**src/rtl/common_pkg.sv**
```systemverilog
// rtl/common_pkg.sv - shared CSR addresses, address type and mstatus/mie field constants
package common;

    typedef logic [11:0] csr_addr_t;

    localparam csr_addr_t CSR_MSTATUS   = 12'h300;
    localparam csr_addr_t CSR_MISA      = 12'h301;
    localparam csr_addr_t CSR_MIE       = 12'h304;
    localparam csr_addr_t CSR_MTVEC     = 12'h305;
    localparam csr_addr_t CSR_MSCRATCH  = 12'h340;
    localparam csr_addr_t CSR_MEPC      = 12'h341;
    localparam csr_addr_t CSR_MCAUSE    = 12'h342;
    localparam csr_addr_t CSR_MTVAL     = 12'h343;
    localparam csr_addr_t CSR_MIP       = 12'h344;
    localparam csr_addr_t CSR_MCYCLE    = 12'hB00;
    localparam csr_addr_t CSR_MINSTRET  = 12'hB02;
    localparam csr_addr_t CSR_MCYCLEH   = 12'hB80;
    localparam csr_addr_t CSR_MINSTRETH = 12'hB82;
    localparam csr_addr_t CSR_CYCLE     = 12'hC00;
    localparam csr_addr_t CSR_INSTRET   = 12'hC02;
    localparam csr_addr_t CSR_CYCLEH    = 12'hC80;
    localparam csr_addr_t CSR_INSTRETH  = 12'hC82;
    localparam csr_addr_t CSR_MVENDORID = 12'hF11;
    localparam csr_addr_t CSR_MARCHID   = 12'hF12;
    localparam csr_addr_t CSR_MIMPID    = 12'hF13;
    localparam csr_addr_t CSR_MHARTID   = 12'hF14;

    localparam int MSTATUS_MIE  = 3;
    localparam int MSTATUS_MPIE = 7;

    localparam logic [31:0] MSTATUS_MPP_M = 32'h0000_1800;
    localparam logic [31:0] MISA_VALUE    = 32'h4000_0100;
    localparam logic [31:0] MIE_MASK      = 32'h0000_0888;

endpackage

```
**src/rtl/csr_counter64.sv**
```systemverilog
// rtl/csr_counter64.sv - 64-bit counter with per-half load; a load suppresses the increment
module csr_counter64 (
    input  logic        clk,
    input  logic        rst,
    input  logic        inc,
    input  logic        wr_lo,
    input  logic        wr_hi,
    input  logic [31:0] wdata,
    output logic [63:0] count
);

    always_ff @(posedge clk) begin
        if (rst) begin
            count <= '0;
        end else if (wr_lo || wr_hi) begin
            if (wr_lo) count[31:0]  <= wdata;
            if (wr_hi) count[63:32] <= wdata;
        end else if (inc) begin
            count <= count + 64'd1;
        end
    end

endmodule

```
**src/rtl/csr_file.sv**
```systemverilog
// rtl/csr_file.sv - machine-mode CSR storage, trap/mret updates, trap vector; counters under CSR_COUNTERS_EN
module csr_file
    import common::*;
#(
    parameter int          HART_ID     = 0,
    parameter logic [31:0] RESET_MTVEC = 32'h0000_0000
) (
    input  logic        clk,
    input  logic        rst,
    input  logic        csr_valid,
    input  csr_addr_t   csr_addr,
    output logic [31:0] csr_data,
    input  logic        csr_wb_en,
    input  logic [31:0] csr_next,
    output logic        csr_illegal,
    input  logic        instr_retire,
    input  logic        trap_valid,
    input  logic [31:0] trap_cause,
    input  logic [31:0] trap_pc,
    input  logic [31:0] trap_val,
    input  logic        mret_valid,
    output logic [31:0] trap_vector,
    output logic [31:0] mepc_out
);

    logic        st_mie;
    logic        st_mpie;
    logic [2:0]  mie_bits;
    logic [31:0] mtvec;
    logic [31:0] mscratch;
    logic [31:0] mepc;
    logic [31:0] mcause;
    logic [31:0] mtval;
    logic        mapped;
    logic        read_only;
    logic        wr;

    assign read_only = (csr_addr[11:10] == 2'b11);
    // Trap and mret both pre-empt a same-cycle CSR write, including counter loads.
    assign wr = csr_wb_en && !trap_valid && !mret_valid && !read_only;

    always_ff @(posedge clk) begin
        if (rst) begin
            st_mie   <= 1'b0;
            st_mpie  <= 1'b0;
            mie_bits <= '0;
            mtvec    <= RESET_MTVEC & ~32'h2;
            mscratch <= '0;
            mepc     <= '0;
            mcause   <= '0;
            mtval    <= '0;
        end else if (trap_valid) begin
            st_mpie <= st_mie;
            st_mie  <= 1'b0;
            mepc    <= trap_pc & ~32'h3;
            mcause  <= trap_cause;
            mtval   <= trap_val;
        end else if (mret_valid) begin
            st_mie  <= st_mpie;
            st_mpie <= 1'b1;
        end else if (wr) begin
            case (csr_addr)
                CSR_MSTATUS: begin
                    st_mie  <= csr_next[MSTATUS_MIE];
                    st_mpie <= csr_next[MSTATUS_MPIE];
                end
                CSR_MIE:      mie_bits <= {csr_next[11], csr_next[7], csr_next[3]};
                CSR_MTVEC:    mtvec    <= csr_next & ~32'h2;
                CSR_MSCRATCH: mscratch <= csr_next;
                CSR_MEPC:     mepc     <= csr_next & ~32'h3;
                CSR_MCAUSE:   mcause   <= csr_next;
                CSR_MTVAL:    mtval    <= csr_next;
                default: ;
            endcase
        end
    end

`ifdef CSR_COUNTERS_EN
    logic [63:0] cycle_cnt;
    logic [63:0] instret_cnt;

    csr_counter64 u_cycle (
        .clk   (clk),
        .rst   (rst),
        .inc   (1'b1),
        .wr_lo (wr && csr_addr == CSR_MCYCLE),
        .wr_hi (wr && csr_addr == CSR_MCYCLEH),
        .wdata (csr_next),
        .count (cycle_cnt)
    );

    csr_counter64 u_instret (
        .clk   (clk),
        .rst   (rst),
        .inc   (instr_retire),
        .wr_lo (wr && csr_addr == CSR_MINSTRET),
        .wr_hi (wr && csr_addr == CSR_MINSTRETH),
        .wdata (csr_next),
        .count (instret_cnt)
    );
`else
    logic unused_retire;
    assign unused_retire = instr_retire;
`endif

    always_comb begin
        csr_data = '0;
        mapped   = 1'b1;
        case (csr_addr)
            CSR_MSTATUS:  csr_data = MSTATUS_MPP_M
                                   | (32'(st_mpie) << MSTATUS_MPIE)
                                   | (32'(st_mie) << MSTATUS_MIE);
            CSR_MISA:     csr_data = MISA_VALUE;
            CSR_MIE:      csr_data = {20'b0, mie_bits[2], 3'b0, mie_bits[1], 3'b0, mie_bits[0], 3'b0} & MIE_MASK;
            CSR_MTVEC:    csr_data = mtvec;
            CSR_MSCRATCH: csr_data = mscratch;
            CSR_MEPC:     csr_data = mepc;
            CSR_MCAUSE:   csr_data = mcause;
            CSR_MTVAL:    csr_data = mtval;
            CSR_MIP:      csr_data = '0;
            CSR_MVENDORID, CSR_MARCHID, CSR_MIMPID: csr_data = '0;
            CSR_MHARTID:  csr_data = 32'(HART_ID);
`ifdef CSR_COUNTERS_EN
            CSR_MCYCLE,    CSR_CYCLE:    csr_data = cycle_cnt[31:0];
            CSR_MCYCLEH,   CSR_CYCLEH:   csr_data = cycle_cnt[63:32];
            CSR_MINSTRET,  CSR_INSTRET:  csr_data = instret_cnt[31:0];
            CSR_MINSTRETH, CSR_INSTRETH: csr_data = instret_cnt[63:32];
`else
            // Counters absent: machine counter addresses stay legal and read zero.
            CSR_MCYCLE, CSR_MCYCLEH, CSR_MINSTRET, CSR_MINSTRETH: csr_data = '0;
`endif
            default: mapped = 1'b0;
        endcase
    end

    assign csr_illegal = csr_valid && (!mapped || (csr_wb_en && read_only));

    // Vectored mode: interrupt causes offset the base; bit 31 shifts out of the sum.
    assign trap_vector = (mtvec[0] && trap_cause[31])
                       ? ({mtvec[31:2], 2'b00} + (trap_cause << 2))
                       : {mtvec[31:2], 2'b00};
    assign mepc_out = mepc;

endmodule

```
**config.mk**
```make
export PLATFORM = sky130hd
export DESIGN_NAME = csr_file
export DESIGN_NICKNAME = d
export VERILOG_FILES = /design/src/rtl/common_pkg.sv /design/src/rtl/csr_counter64.sv /design/src/rtl/csr_file.sv
export SDC_FILE = /design/constraint.sdc
export NUM_CORES = 1
export LEC_CHECK = 0
export CAP_MARGIN = 25
export CORE_UTILIZATION = 40
export CTS_CLUSTER_DIAMETER = 120
export DETAILED_ROUTE_END_ITERATION = 16
export DONT_BUFFER_PORTS = 1
export SYNTH_ARGS = -nofsm -noshare
export SYNTH_HDL_FRONTEND = slang
export SYNTH_SLANG_ARGS = --single-unit
```
**constraint.sdc**
```tcl
create_clock -name clk -period 4.67 [get_ports clk]
set_input_delay 0.934 -clock clk [delete_from_list [all_inputs] [get_ports clk]]
set_output_delay 0.934 -clock clk [all_outputs]
set_load 0.005 [all_outputs]
```
==> impl_metrics.csv <==
group,metric,value,unit
yosys,ys_ff_latch,162,
timing,final.setup.tns,0,ns
setup_path,endpoint_kind,"primary output",
power,power_frac_comb,7.0,%
status,status,"completed",
layout,final_core_util,43.2,%
timing,finalMaxSlewViolations,0,
clock_tree,cts.sinks,162,
timing,setup-violations-final,0,
power,ir_drop,235,uV
timing,final.period_utilization,92.6,%
timing,timing.final.ws_setup,0.344,ns
timing,hold_violations,0,
detailed_routing,wl_per_cell,23.3,um
detailed_routing,viasPerCell,6.05,
yosys,async_reset_ff_share,0,%
timing,fmax,231,MHz
placed_design,place.gp.congestion,0.881,
detailed_routing,num_vias,9836,
setup_path,crit_fanout,5,
global_routing,track_usage,28.1,%
clock_tree,cts_resized,0,
power,power.density,276,nW/um2
yosys,synth_top_family_by_area,"compound AO/OA/AOI/OAI gates",
power,p_clk_share,44.4,%
clock_tree,insertion_delay,0.42,ns
job,drv_cap,0,
detailed_routing,drc,0,
floorplanning,start_util,40.8,%
global_routing,grt_pass1_vias,9104,
yosys,synth_xor_area_share,1.62,%
yosys,synth_compound_area_share,23.3,%
detailed_routing,drt_iter0_drc,1205,
yosys,synth_cells,1352,
clock_tree,cts_tree,"yes",
power,p_leak,0.00425,uW
yosys,synthMuxAreaShare,14.5,%
layout,syn_to_final_growth,5.88,%
timing,final.setup_skew,0.0000833,ns
yosys,synth_simple_gate_area_share,19.0,%
power,p_sw_share,24.8,%
power,seqPwrFrac,48.6,%
yosys,avgSynthCellArea,7.62,um2
global_routing,overflow,0,
yosys,synth_edf_count,0,
detailed_routing,postRouteAntennaNets,0,
layout,finish.net_count,1457,
clock_tree,root_buffer,"clkbuf_16",
clock_tree,clock_path_buffers,2,
detailed_routing,dr.pass1.iters,6,
timing,min_period,4.33,ns
placed_design,hpwlAfterDp,25400,um
hold_path,worstHoldPathType,"register to register",
floorplanning,dieArea,26400,um2
setup_path,cp.required,3.74,ns
timing,rsz0062_at_grt,"false",
yosys,ys_warn_count,0,
floorplanning,ios,244,
placed_design,port-buffer-count,0,
yosys,ys_seq_area_share,31.5,%
timing,fin_hold_ws,0.445,ns
clock_tree,path_clk_slew,0.06,ns
timing,slew_headroom,40.8,%
floorplanning,dieWidth,162,um
power,p_sw,746,uW
global_routing,grt_max_degree,163,
clock_tree,post_cts_buffers,0,
yosys,synthAdderAreaFrac,3.72,%
setup_path,crit_path_start_kind,"input pin",
global_routing,grt_antenna_before_repair,3,
timing,worst_pin_slew,0.880,ns
floorplanning,rows,58,
placed_design,place_ws,0.391,ns
floorplanning,coreArea,25300,um2
clock_tree,cts_buffers,17,
yosys,synthFlopType,"dfxtp_1",
detailed_routing,drt-total-wl,37900,um
layout,drive_gt1_share,7.66,%
clock_tree,hold_buffers,0,
setup_path,critPathArrivalTime,3.39,ns
clock_tree,htreeDepth,4,
yosys,synth_cell_types,70,
setup_path,crit_type,"input pin to primary output",
power,intPower,2260,uW
yosys,syn-cell-area,10300,um2
global_routing,grt_pass1_wl,56200,um
floorplanning,die_height,162,um
## layout make-up
cell class	instances	area, um2
sequential	162	3240
tap	330	413
fill	2579	14300
inverter	34	128
clock buffer	21	470
clock inverter	11	78.8
antenna	2	5.00
timing repair buffer	17	140
multi-input combinational	1048	6430
## path summary, 6_finish.rpt
kind	to	slack, ns	depth (start not counted)	start
max	trap_vector[30]	0.34	9	trap_cause[0]
min	mscratch[15]	0.45	2	mscratch[15]
max reg2reg	mepc_out[15]	3.74	4	mepc_out[15]
min reg2reg	mscratch[15]	0.45	2	mscratch[15]
## routing by layer
metal	vias up	global-route usage (%)	part of all wire [%]
met2	452	42.0	43
met1	4706	38.6	45
met5	-	0	0.0079
li1	4613	-	-
met3	63	7.21	9.6
met4	2	10.5	3.0
## power by group through the flow
| stage | registers, uW | logic, uW | clock network (uW) |
|---|---|---|---|
| after floorplan | 1480 | 228 | 0 |
| after global placement | 1490 | 202 | 0 |
| after detailed placement | 1490 | 206 | 0 |
| after CTS | 1460 | 208 | 1350 |
| after global routing | 1470 | 233 | 1400 |
| final | 1460 | 210 | 1340 |
## critical path, stage by stage
cell and delay (ns):
ha_1 0.18, fa_1 0.25, a21oi_1 0.09, nand4b_1 0.26
a21oi_1 0.34, nor3_1 0.16, o31ai_1 0.78, a32oi_1 0.21
nand3_1 0.18
## placed cells by master, fill, tap and decap left out, drive strengths merged, types with 5 or more instances in the layout
cell / count
a211oi: 11
a21o: 22
a21oi: 203
a222oi: 24
and2: 5
and3: 9
and4: 5
buf: 17
clkbuf: 21
clkinv: 7
dfxtp: 162
ha: 29
inv: 36
mux2: 34
mux2i: 86
mux4: 6
nand2: 245
nand3: 15
nor2: 140
nor3: 12
o211ai: 6
o21a: 9
o21ai: 103
o31ai: 6
or3: 5
xnor2: 10
xor2: 9
## through the flow
step                      total power, uW  cell area (um2)  cells
after floorplan                      1710            10300   1355
after global placement               1700            10400   1591
after detailed placement             1700            10400   1591
after CTS                            3020            10900   1623
after global routing                 3100            10900   1623
final                                3010            10900   1625
## registers in the layout (all words and copies together) (netlist names)
name,flops
mepc_out,30
mtval,32
st_mie,1
mcause,32
st_mpie,1
mtvec,31
mscratch,32
mie_bits,3
## synth_stat cells, types with 3 or more instances
cell,n,share of area (%)
nor3_1,10,0.49
mux2_4,30,4.4
mux2i_1,86,8.4
dfxtp_1,162,31
mux4_2,6,1.3
nor2_1,140,5.1
o31ai_1,6,0.44
a211oi_1,11,0.80
nand4_1,4,0.24
nand2_1,245,8.9
nand3_1,14,0.68
and2_1,4,0.24
or3_1,5,0.30
o21ai_0,102,5.0
nor4_1,3,0.18
nand4b_1,3,0.26
a222oi_1,24,2.3
and4_1,5,0.43
clkbuf_1,69,2.5
a221o_1,3,0.29
buf_2,24,1.2
xor2_1,9,0.77
a21o_1,22,1.6
buf_4,5,0.36
nor2b_1,4,0.24
o21a_1,9,0.66
inv_1,32,1.2
a21oi_1,203,9.9
xnor2_1,10,0.85
buf_12,3,0.58
buf_6,3,0.33
o211ai_1,6,0.44
mux2_1,3,0.33
and3_1,8,0.49
buf_1,7,0.26
ha_1,29,3.5
nand2b_1,3,0.18
## cells by family after synthesis
kind of cell | count (synthesis)
buf+inv | 145
compound gates | 409
fa+ha+maj | 30
other cells | 1
mux | 126
flops | 162
xor+xnor | 19
simple gates | 460
(Power assumes the default switching activity.)
